File: config.mk
export PLATFORM = sky130hd
export DESIGN_NAME = lsu_ctrl_flat
export DESIGN_NICKNAME = d
export VERILOG_FILES = /design/src/rtl/lsu_ctrl_if.sv /design/src/rtl/lsu_ctrl.sv /design/src/flat_wrapper.sv
export SDC_FILE = /design/constraint.sdc
export NUM_CORES = 1
export LEC_CHECK = 0
export ABC_AREA = 1
export CORE_ASPECT_RATIO = 1.2
export CORE_UTILIZATION = 43
export CTS_CLUSTER_SIZE = 40
export DETAILED_ROUTE_END_ITERATION = 8
export GPL_TIMING_DRIVEN = 0
export PLACE_DENSITY_LB_ADDON = 0.25
export SLEW_MARGIN = 20
export SYNTH_ARGS = -nofsm -noshare
export SYNTH_HDL_FRONTEND = slang
export SYNTH_SLANG_ARGS = --single-unit
File: constraint.sdc
create_clock -name clk -period 1.3 [get_ports clk]
set_input_delay 0.39 -clock clk [delete_from_list [all_inputs] [get_ports clk]]
set_output_delay 0.39 -clock clk [all_outputs]
set_load 0.05 [all_outputs]
File: src/rtl/lsu_ctrl_if.sv
// Request/response handshake and word-memory port bundle for lsu_ctrl.
// master = requester plus memory side, slave = lsu_ctrl.
interface lsu_ctrl_if #(
    parameter int unsigned MEM_AW = 6
);
    logic              req_valid;
    logic              req_ready;
    logic              req_we;
    logic [1:0]        req_size;
    logic              req_unsigned;
    logic [31:0]       req_addr;
    logic [31:0]       req_wdata;
    logic              rsp_valid;
    logic [31:0]       rsp_rdata;
    logic              rsp_err;
    logic [MEM_AW-1:0] mem_addr;
    logic              mem_re;
    logic              mem_we;
    logic [31:0]       mem_wdata;
    logic [31:0]       mem_rdata;

    modport master (
        output req_valid, req_we, req_size, req_unsigned, req_addr, req_wdata,
        input  req_ready,
        input  rsp_valid, rsp_rdata, rsp_err,
        input  mem_addr, mem_re, mem_we, mem_wdata,
        output mem_rdata
    );

    modport slave (
        input  req_valid, req_we, req_size, req_unsigned, req_addr, req_wdata,
        output req_ready,
        output rsp_valid, rsp_rdata, rsp_err,
        output mem_addr, mem_re, mem_we, mem_wdata,
        input  mem_rdata
    );
endinterface

File: src/rtl/lsu_ctrl.sv
// Load/store controller: byte/half/word accesses over a single-port word memory.
// Define LSU_MISALIGN_TRAP_EN to trap misaligned half/word accesses via rsp_err.
module lsu_ctrl #(
    parameter int unsigned MEM_AW = 6
) (
    input  logic      clk,
    input  logic      rst,
    lsu_ctrl_if.slave bus
);
    typedef enum logic [2:0] {IDLE, READ, WAIT, WRITE, DONE} state_t;
    state_t state, state_nx;

    logic              we_q;
    logic              uns_q;
    logic [1:0]        size_q;
    logic [MEM_AW+1:0] addr_q;
    logic [15:0]       wdata_q;
    logic [31:0]       wword_q;
    logic [31:0]       rdata_q;
    logic              accept;
    logic              misalign;
    logic              word_store;
    logic              ready_c;
    logic              re_c;
    logic              we_c;
    logic              rsp_c;
    logic              unused_addr_hi;

    assign unused_addr_hi = ^bus.req_addr[31:MEM_AW+2];

`ifdef LSU_MISALIGN_TRAP_EN
    assign misalign = (bus.req_size == 2'b01 && bus.req_addr[0]) ||
                      (bus.req_size[1] && bus.req_addr[1:0] != 2'b00);
`else
    assign misalign = 1'b0;
`endif

    assign accept     = bus.req_valid && ready_c;
    assign word_store = bus.req_we && bus.req_size[1];

    function automatic logic [31:0] extract(input logic [31:0] w, input logic [1:0] sz,
                                            input logic [1:0] lane, input logic uns);
        logic [7:0]  b;
        logic [15:0] h;
        logic [31:0] r;
        case (lane)
            2'd0:    b = w[7:0];
            2'd1:    b = w[15:8];
            2'd2:    b = w[23:16];
            default: b = w[31:24];
        endcase
        h = lane[1] ? w[31:16] : w[15:0];
        case (sz)
            2'b00:   r = {{24{b[7] & ~uns}}, b};
            2'b01:   r = {{16{h[15] & ~uns}}, h};
            default: r = w;
        endcase
        return r;
    endfunction

    function automatic logic [31:0] merge(input logic [31:0] w, input logic [15:0] d,
                                          input logic [1:0] sz, input logic [1:0] lane);
        logic [31:0] r;
        r = w;
        if (sz == 2'b00) begin
            case (lane)
                2'd0:    r[7:0]   = d[7:0];
                2'd1:    r[15:8]  = d[7:0];
                2'd2:    r[23:16] = d[7:0];
                default: r[31:24] = d[7:0];
            endcase
        end else if (lane[1]) begin
            r[31:16] = d;
        end else begin
            r[15:0] = d;
        end
        return r;
    endfunction

    always_ff @(posedge clk or negedge rst) begin
        if (!rst) state <= IDLE;
        else      state <= state_nx;
    end

    always_comb begin
        state_nx = state;
        ready_c  = 1'b0;
        re_c     = 1'b0;
        we_c     = 1'b0;
        rsp_c    = 1'b0;
        case (state)
            IDLE: begin
                ready_c = 1'b1;
                if (bus.req_valid) begin
                    if (misalign)        state_nx = DONE;
                    else if (word_store) state_nx = WRITE;
                    else                 state_nx = READ;
                end
            end
            READ: begin
                re_c     = 1'b1;
                state_nx = WAIT;
            end
            WAIT:  state_nx = we_q ? WRITE : DONE;
            WRITE: begin
                we_c     = 1'b1;
                state_nx = DONE;
            end
            DONE: begin
                rsp_c    = 1'b1;
                state_nx = IDLE;
            end
            default: state_nx = IDLE;
        endcase
    end

    // Sub-word stores read-modify-write: WAIT merges the fetched word into wword_q.
    always_ff @(posedge clk or negedge rst) begin
        if (!rst) begin
            we_q    <= 1'b0;
            uns_q   <= 1'b0;
            size_q  <= '0;
            addr_q  <= '0;
            wdata_q <= '0;
            wword_q <= '0;
            rdata_q <= '0;
        end else begin
            case (state)
                IDLE: if (accept) begin
                    we_q    <= bus.req_we;
                    uns_q   <= bus.req_unsigned;
                    size_q  <= bus.req_size;
                    addr_q  <= bus.req_addr[MEM_AW+1:0];
                    wdata_q <= bus.req_wdata[15:0];
                    if (word_store) wword_q <= bus.req_wdata;
                    if (misalign)   rdata_q <= '0;
                end
                WAIT: begin
                    if (we_q) wword_q <= merge(bus.mem_rdata, wdata_q, size_q, addr_q[1:0]);
                    else      rdata_q <= extract(bus.mem_rdata, size_q, addr_q[1:0], uns_q);
                end
                WRITE:   rdata_q <= '0;
                default: ;
            endcase
        end
    end

`ifdef LSU_MISALIGN_TRAP_EN
    logic err_q;
    always_ff @(posedge clk or negedge rst) begin
        if (!rst)        err_q <= 1'b0;
        else if (accept) err_q <= misalign;
    end
    assign bus.rsp_err = err_q;
`else
    assign bus.rsp_err = 1'b0;
`endif

    assign bus.req_ready = ready_c;
    assign bus.mem_re    = re_c;
    assign bus.mem_we    = we_c;
    assign bus.rsp_valid = rsp_c;
    assign bus.rsp_rdata = rdata_q;
    assign bus.mem_addr  = addr_q[MEM_AW+1:2];
    assign bus.mem_wdata = wword_q;
endmodule

File: src/flat_wrapper.sv
// flat-port wrapper written by rule: the top's interface ports become plain ports
module lsu_ctrl_flat 
#(
    parameter int unsigned MEM_AW = 6
)
  (clk, rst, bus_req_valid, bus_req_we, bus_req_size, bus_req_unsigned, bus_req_addr, bus_req_wdata, bus_req_ready, bus_rsp_valid, bus_rsp_rdata, bus_rsp_err, bus_mem_addr, bus_mem_re, bus_mem_we, bus_mem_wdata, bus_mem_rdata);
  lsu_ctrl_if #(.MEM_AW(MEM_AW)) bus_i ();
  input  logic clk;
  input  logic rst;
  input wire logic [$bits(bus_i.req_valid)-1:0] bus_req_valid;
  input wire logic [$bits(bus_i.req_we)-1:0] bus_req_we;
  input wire logic [$bits(bus_i.req_size)-1:0] bus_req_size;
  input wire logic [$bits(bus_i.req_unsigned)-1:0] bus_req_unsigned;
  input wire logic [$bits(bus_i.req_addr)-1:0] bus_req_addr;
  input wire logic [$bits(bus_i.req_wdata)-1:0] bus_req_wdata;
  output wire logic [$bits(bus_i.req_ready)-1:0] bus_req_ready;
  output wire logic [$bits(bus_i.rsp_valid)-1:0] bus_rsp_valid;
  output wire logic [$bits(bus_i.rsp_rdata)-1:0] bus_rsp_rdata;
  output wire logic [$bits(bus_i.rsp_err)-1:0] bus_rsp_err;
  output wire logic [$bits(bus_i.mem_addr)-1:0] bus_mem_addr;
  output wire logic [$bits(bus_i.mem_re)-1:0] bus_mem_re;
  output wire logic [$bits(bus_i.mem_we)-1:0] bus_mem_we;
  output wire logic [$bits(bus_i.mem_wdata)-1:0] bus_mem_wdata;
  input wire logic [$bits(bus_i.mem_rdata)-1:0] bus_mem_rdata;
  assign bus_i.req_valid = bus_req_valid;
  assign bus_i.req_we = bus_req_we;
  assign bus_i.req_size = bus_req_size;
  assign bus_i.req_unsigned = bus_req_unsigned;
  assign bus_i.req_addr = bus_req_addr;
  assign bus_i.req_wdata = bus_req_wdata;
  assign bus_req_ready = bus_i.req_ready;
  assign bus_rsp_valid = bus_i.rsp_valid;
  assign bus_rsp_rdata = bus_i.rsp_rdata;
  assign bus_rsp_err = bus_i.rsp_err;
  assign bus_mem_addr = bus_i.mem_addr;
  assign bus_mem_re = bus_i.mem_re;
  assign bus_mem_we = bus_i.mem_we;
  assign bus_mem_wdata = bus_i.mem_wdata;
  assign bus_i.mem_rdata = bus_mem_rdata;
  lsu_ctrl #(.MEM_AW(MEM_AW)) u_core (.clk(clk), .rst(rst), .bus(bus_i));
endmodule
* Word level (Yosys, flattened, before mapping) *
Cells that the tools add are included.

word-level totals
  register bits after elaboration = 95
  output and inout bits = 75
  word-level logic and storage cells = 60

cells by class
  eq/ne operators = 12
  mux-type cells = 26
  bitwise operators = 3
  reductions and logical operators = 11

operators by type and width
  kind                  number
  $pmux W32 S2          3
  $mux W32              5
  $mux W16              3
  $mux W8               6
  $pmux W8 S3           1
  $pmux W3 S4           1
  $eq A3 B2 Y1 const B  2
  $mux W3               2
  $ne A2 B1 Y1 const B  3
  $eq A2 B1 Y1 const B  2
  $logic_not A2 Y1      2
  $mux W1               4
  $ne A2 B2 Y1 const B  2
  $reduce_and A2 Y1     2
  $reduce_and A4 Y1     1
  $reduce_bool A2 Y1    2
  $eq A3 B1 Y1 const B  1
  $eq A3 B3 Y1 const B  1
  $logic_not A3 Y1      1
  $reduce_or A3 Y1      1
  $and A1 B1 Y1         2
  $eq A2 B2 Y1 const B  1
  $logic_and A1 B1 Y1   2
  $mux W2               1
  $not A1 Y1            1

* Longest topological paths before layout *
Gate-level depths: netlist of run 1.

  depth after elaboration = 8
  gate-level depth with buffers = 10

* Worst setup path before layout of run 1 *
No wires, ideal clock.

  kind = flip-flop to output port
  start = register u_core.state[1]
  end = output port bus_mem_re
  data arrival time = 1.580 ns
  slack = -0.670 ns
  stages on the path, launching flop included = 2
  path buffers = 0
  cell sequence = dfrtp_1 > nor3_1

on the way
  longest elaborated chain between the ends = 2

ends and longest elaborated chain
  item                      line                source
  start: declaration        lsu_ctrl.sv:11      state_t state, state_nx;
  start signal: assignment  lsu_ctrl.sv:82      else state <= state_nx;
  $eq A3 B1 Y1              lsu_ctrl.sv:91      case (state)
  $mux W1                   lsu_ctrl.sv:91
  end: declaration          flat_wrapper.sv:21  output wire logic [$bits(bus_i.mem_re)-1:0] bus_mem_re;

No other way between the ends.

* Final worst setup path of run 1 *
  start = register u_core.state[0]
  end = output port bus_rsp_valid

on the way
  longest elaborated chain between the ends = 2

ends and longest elaborated chain
  item              line                source
  $eq A3 B3 Y1      lsu_ctrl.sv:91
  $mux W1           lsu_ctrl.sv:91
  end: declaration  flat_wrapper.sv:17  output wire logic [$bits(bus_i.rsp_valid)-1:0] bus_rsp_valid;

No other way between the ends.

==> results of run 1 <==
-- sequential cells by signal (all words and copies together), names as in the netlist --
name	count
u_core.bus.mem_wdata	32
u_core.bus.rsp_rdata	32
u_core.wdata_q	16
u_core.addr_q	8
u_core.state	3
u_core.size_q	2
u_core.uns_q	1
u_core.we_q	1
-- cell type report --
cell class	count	area share, %
Clock buffer	9	2.59
Timing Repair Buffer	193	24.1
Tap cell	164	2.36
Sequential cell	95	27.4
Inverter	66	3.09
Multi-Input combinational cell	554	34.1
Buffer	55	5.82
Clock inverter	7	0.532
-- critical path, cell delays in order, from the launching register on --
cell and delay, ps:
dfrtp_2 450, buf_4 150, nor3_2 210, buf_6 190
-- cells by family after synthesis --
group                  synth area share [%]
and+or+nand+nor                        28.5
AOI/OAI and AO/OA                      17.5
buffers and inverters                  10.2
DFF                                    42.1
muxes                                  1.60
other                                0.0664
-- final timing paths --
check                                               startpoint                                    to
min in group asynchronous                                  rst   u_core.bus.rsp_rdata[7]$_DFFE_PN0P_
max in group asynchronous                                  rst  u_core.bus.mem_wdata[26]$_DFFE_PN0P_
max                                u_core.state[0]$_DFFE_PN0P_                         bus_rsp_valid
max reg2reg                        u_core.state[0]$_DFFE_PN0P_  u_core.bus.mem_wdata[22]$_DFFE_PN0P_
min reg2reg                u_core.bus.rsp_rdata[5]$_DFFE_PN0P_   u_core.bus.rsp_rdata[5]$_DFFE_PN0P_
min                        u_core.bus.rsp_rdata[5]$_DFFE_PN0P_   u_core.bus.rsp_rdata[5]$_DFFE_PN0P_
-- what timing repair did --
item,in CTS,in global routing
buffers inserted,26,5
pin swaps,33,5
gates resized for setup,647,40
endpoints found under the setup margin,168,162
hold buffers,1,0
cloned,9,0
endpoints found under the hold margin,40,0
-- routing by layer --
metal | global-route usage, % | part of all wire, % | routed length [microns]
met5 | 0 | 0 | 0
met4 | 13.6 | 3.4 | 680
met3 | 3.88 | 6.2 | 1230
met2 | 49.7 | 49 | 9760
met1 | 37.8 | 41 | 8060
-- synthesized netlist by cell type --
| cell type | instances |
|---|---|
| o21ai_0 | 85 |
| buf_1 | 2 |
| nor2_1 | 7 |
| a21oi_4 | 1 |
| a21oi_1 | 84 |
| nor2_4 | 2 |
| nor3_1 | 2 |
| o21ai_1 | 3 |
| buf_4 | 8 |
| inv_1 | 58 |
| nor3_4 | 1 |
| buf_6 | 8 |
| nand3_1 | 78 |
| nand2_2 | 1 |
| dfrtp_1 | 95 |
| buf_2 | 10 |
| inv_2 | 7 |
| nand2_1 | 233 |
| inv_6 | 1 |
| nand3_4 | 2 |
| nand2_4 | 1 |
| clkbuf_2 | 2 |
| o211ai_1 | 14 |
| nor2_2 | 1 |
| or2_2 | 22 |
| clkbuf_8 | 1 |
| nand3_2 | 7 |
| conb_1 | 1 |
| clkbuf_1 | 25 |
| o22ai_1 | 1 |
| mux2_2 | 8 |
-- power groups by stage --
stage	registers, mW	logic [mW]	clock network (mW)
global placement	5.49	14.0	0
floorplan	8.32	6.81	0
finish	5.74	16.9	2.49
global route	5.90	18.1	2.65
CTS	5.71	16.5	2.51
detailed placement	5.48	14.1	0
==> flow_summary_export.csv, run 1 <==
group,metric,value,unit
floorplan,die_x,107,microns
routing,vias,6147,
timing,fin_hold_ws,494,ps
floorplan,dieArea,0.0136,sq mm
routing,drc,0,
cells_and_area,layout_commonest_cell,"nand2_1",
place,hpwl,14.3,mm
power,p_switching,12.7,mW
cells_and_area,stdcell_area,0.00870,sq mm
synth,syn_nets,874,
global_route,grt_usage,29.6,%
critical_path,worst-r2r-setup-slack,-390,ps
place,dpl_cell_area,0.00747,sq mm
clock_tree,clk_latency,350,ps
clock_tree,clkTransAtPathRegs,70,ps
floorplan,rows,45,
timing,hold_viol_final,0,
critical_path,worstPathRequired,910,ps
timing,setup-tns-final,-25140,ps
critical_path,arrival,1350,ps
critical_path,rr_worst_depth,12,
clock_tree,cts_tree,"done",
synth,syn_area,0.00564,sq mm
place,dp_slack,-694,ps
cells_and_area,n_antenna_cell,0,
power,p_total,25.2,mW
place,globalplace.congestion,0.957,
outcome,violations,"setup timing",
routing,routedWlPerCell,17.3,microns
cells_and_area,fin_nets,1077,
clock_tree,cts_buffers,9,
routing,avgViaCountPerCell,5.38,
global_route,grt_pass1_wl,31.0,mm
timing,setup_violations,111,
cells_and_area,syn2layout_area_growth,54.2,%
job,maxCapViolations,0,
timing,post-route-period-util,134,%
cells_and_area,layout-drive-gt1-share,30.9,%
routing,routed_wl,19.7,mm
power,pwr-share-comb,67.3,%
power,power.internal,12.5,mW
synth,yosysTopAreaCell,"dfrtp_1",
timing,finalCriticalPeriod,1740,ps
global_route,antenna_found_initial,0,
min_path,min_path_type,"reg -> reg",
cells_and_area,nFillCells,1068,
cells_and_area,seq_area,0.00238,sq mm
timing,finalMaxSlewViolations,0,
global_route,grt_max_degree,56,
global_route,gr-total-overflow,0,
synth,synth-warning-count,0,
clock_tree,clock_sinks,95,
floorplan,fp.dieH,128,microns
timing,max_freq,575,MHz
timing,fin_ws,-438,ps
floorplan,io-pin-count,178,
power,p_leak,4.22,nW
synth,seq_area_frac_synth,42.1,%
floorplan,core,0.0127,sq mm
synth,synth_top_cell_area_share,42.1,%
synth,synth.avg_cell_area,7.32,sq um
synth,yosysUniqueCellTypes,31,
synth,synth_area_leaders,"dfrtp_1 (42%), nand2_1 (15%), o21ai_0 (7.5%)",
timing,rsz0062_at_grt,"true",
routing,drtIter0Drc,534,
outcome,status,"finished with violations",
routing,ant_nets,0,
clock_tree,root_buffer,"clkbuf_16",
global_route,grt_pass1_vias,5825,
timing,finClkSkew,10.6,ps
floorplan,initial_utilization,44.4,%
critical_path,critPathLaunchType,"register",
cells_and_area,utilization,68.4,%
min_path,holdPathStages,2,
power,p_sw_share,50.5,%
critical_path,endpoint_kind,"output port",
routing,first_pass_iters,6,
clock_tree,clockBufferDepth,2,
critical_path,cp_max_fo,4,
power,power_frac_clock,9.9,%
critical_path,path_class,"reg -> out",
place,port_buffers,152,
cells_and_area,fin_cells,1143,
power,p_per_area,2890,mW/mm^2
cells_and_area,layout_common_cells,"nand2_1 (208), buf_6 (95), dfrtp_1 (89)",
power,power_frac_seq,22.8,%
cells_and_area,multi_input_area,0.00297,sq mm
place,dpl.cell_count,1088,
power,irDropWorstVdd,1.45,mV
clock_tree,h-tree-depth,3,
synth,ys_seq_elements,95,
synth,netlist_instances,771,
(Power assumes the default switching activity.)
==> run 2, diff against run 1 <==
--- a/config.mk
+++ b/config.mk
@@ -8,6 +8,7 @@
 export ABC_AREA = 1
 export CORE_ASPECT_RATIO = 1.2
 export CORE_UTILIZATION = 43
+export CTS_BUF_LIST = sky130_fd_sc_hd__clkbuf_16
 export CTS_CLUSTER_SIZE = 40
 export DETAILED_ROUTE_END_ITERATION = 8
 export GPL_TIMING_DRIVEN = 0
==> results of run 2 <==
The final DEF is identical to that of run 1; final timing and power are the same.
==> run 3, diff against run 2 <==
--- a/config.mk
+++ b/config.mk
@@ -11,7 +11,6 @@
 export CTS_BUF_LIST = sky130_fd_sc_hd__clkbuf_16
 export CTS_CLUSTER_SIZE = 40
 export DETAILED_ROUTE_END_ITERATION = 8
-export GPL_TIMING_DRIVEN = 0
 export PLACE_DENSITY_LB_ADDON = 0.25
 export SLEW_MARGIN = 20
 export SYNTH_ARGS = -nofsm -noshare
==> run 3 against run 2 <==
  * The run still ends with setup timing left
  * Register-to-register slack hardly changed
  * Sequential share of layout area is 3.5 points lower
  * Die area is the same
  * Routed wire length rose by 14%
  * Cell count rose by 3.4%
  * Flip-flop and latch count stayed put
  * Critical endpoint is now bus_mem_re
  * Largest cell class is now non-clock buffers
  * Largest power group unchanged
==> flow_summary_export.csv, run 3 (synthesized netlist as in run 1, its figures left out) <==
group,metric,value,unit
outcome,status,"finished with violations",
outcome,violations,"setup timing",
critical_path,worst-path-stages,3,
place,port_buffers,152,
power,p_per_area,2940,mW/mm^2
global_route,grt_usage,28.8,%
timing,post-route-period-util,138,%
global_route,gr-total-overflow,0,
timing,setup_violations,152,
routing,drtIter0Drc,731,
cells_and_area,syn2layout_area_growth,76.3,%
timing,finalMaxSlewViolations,0,
place,dpl.cell_count,1113,
power,p_switching,14.0,mW
critical_path,crit_path_max_incr_delay,470,ps
clock_tree,h-tree-depth,3,
timing,setup-tns-final,-31390,ps
power,power.internal,15.3,mW
clock_tree,root_buffer,"clkbuf_16",
timing,finClkSkew,10.4,ps
critical_path,worstPathRequired,910,ps
clock_tree,clk_latency,350,ps
clock_tree,clockBufferDepth,2,
cells_and_area,layout-drive-gt1-share,35.3,%
cells_and_area,fin_nets,1116,
global_route,grt_max_degree,48,
critical_path,cp_max_fo,3,
routing,met2_wirelength,11.0,mm
cells_and_area,layout_common_cells,"nand2_1 (208), buf_4 (96), dfrtp_1 (93)",
floorplan,fp.dieH,128,microns
critical_path,critPathLaunchType,"register",
timing,rsz0062_at_grt,"true",
cells_and_area,fin_cells,1182,
floorplan,die_x,107,microns
routing,first_pass_iters,5,
critical_path,path_class,"reg -> out",
floorplan,core,0.0127,sq mm
cells_and_area,layout_commonest_cell,"nand2_1",
critical_path,rr_worst_depth,9,
routing,drt-met1-wl,8.16,mm
floorplan,initial_utilization,44.4,%
clock_tree,cts_buffers,9,
power,p_total,29.3,mW
place,globalplace.congestion,0.902,
power,pwr-share-comb,69.0,%
job,maxCapViolations,0,
global_route,grt_pass1_vias,5796,
timing,finalCriticalPeriod,1790,ps
power,p_sw_share,47.8,%
global_route,antenna_found_initial,0,
critical_path,arrival,1400,ps
critical_path,endpoint_kind,"output port",
global_route,grt_pass1_wl,30.1,mm
power,power_frac_seq,21.3,%
routing,routed_wl,22.5,mm
routing,ant_nets,0,
critical_path,path_cells,"buf_6, nor3_4, buf_12",
place,hpwl,13.4,mm
floorplan,rows,45,
power,irDropWorstVdd,1.59,mV
timing,max_freq,557,MHz
routing,highest_layer,"met4",
power,power_frac_clock,9.7,%
clock_tree,cts_tree,"done",
cells_and_area,n_antenna_cell,0,
min_path,min_path_type,"in -> async",
clock_tree,clock_sinks,95,
floorplan,dieArea,0.0136,sq mm
critical_path,worst-path-buf-inv,2,
routing,drc,0,
timing,hold_viol_final,0,
routing,vias,6625,
critical_path,critPathTopFamily,"flip-flops",
power,p_leak,4.74,nW
critical_path,slowest_stage,"dfrtp_2",
timing,fin_ws,-494,ps
cells_and_area,nFillCells,826,
routing,wl_met3,1.91,mm
routing,avgViaCountPerCell,5.60,
timing,fin_hold_ws,483,ps
clock_tree,clkTransAtPathRegs,70,ps
floorplan,io-pin-count,178,
routing,routedWlPerCell,19.0,microns
## run 3: cell count changes in the layout (fill, tap and decap cells not counted), sizes merged
cell,delta
inv,-1
buf,+59
bufinv,+2
bufbuf,-2
nand3,+1
clkbuf,-20
## run 3: stage by stage
stage                     instance area [sq um]  util [%]  worst slack, ps
final                                      9950      78.2             -494
after global routing                       9950      78.2             -516
after CTS                                  9210      72.4             -431
after global placement                     8550      67.2             -456
after floorplan                            5710         -             -521
after detailed placement                   8550      67.2             -491
## run 3: path summary, 6_finish.rpt
path / from / end / slack, ps
max: u_core.state[2]$_DFFE_PN0P_ / bus_mem_re / -490
min: rst / u_core.bus.mem_wdata[3]$_DFFE_PN0P_ / 480
max reg2reg: u_core.state[0]$_DFFE_PN0P_ / u_core.bus.mem_wdata[6]$_DFFE_PN0P_ / -400
min reg2reg: u_core.wdata_q[13]$_DFFE_PN0P_ / u_core.wdata_q[13]$_DFFE_PN0P_ / 530
max in group asynchronous: rst / u_core.bus.mem_wdata[20]$_DFFE_PN0P_ / 310
min in group clk: u_core.wdata_q[13]$_DFFE_PN0P_ / u_core.wdata_q[13]$_DFFE_PN0P_ / 530
## run 3: final cells by class
class / count / area, sq um / area share, %
timing repair buffer: 285 / 3600 / 36.2
inverter: 66 / 275 / 2.77
tap: 164 / 205 / 2.06
timing repair inverter: 1 / 16.3 / 0.163
clock buffer: 9 / 225 / 2.26
sequential: 95 / 2380 / 23.9
multi-input combinational: 555 / 3160 / 31.8
clock inverter: 7 / 87.6 / 0.880
## run 3: timing repair
item | in CTS | in global routing
endpoints found under the hold margin | 7 | 0
gates cloned | 3 | 8
resized for setup | 36 | 115
setup endpoints to repair | 166 | 169
hold buffers | 1 | 0
setup buffers | 21 | 21
pin swaps | 8 | 27
## run 3: layer usage
metal | vias to the layer above | GRT usage (%)
met5 | - | 0
met3 | 107 | 3.72
li1 | 3012 | -
met1 | 3084 | 36.7
met2 | 422 | 49.4
met4 | 0 | 11.8
## run 3: worst reg2reg max path: stages (launching register included)
cell	delay, ps
dfrtp_1	430
buf_6	140
nor3_4	170
buf_6	150
nand3_4	80
a21oi_4	180
buf_12	160
buf_12	160
nand3_2	80
nand2_1	80
## run 3: power groups by stage
stage / clock, mW / sequential [mW] / combinational [mW]
final: 2.83 / 6.24 / 20.2
after global routing: 2.95 / 6.35 / 21.3
after CTS: 2.81 / 6.04 / 17.7
after detailed placement: 0 / 6.06 / 16.7
after global placement: 0 / 6.02 / 16.5
after floorplan: 0 / 8.32 / 6.81
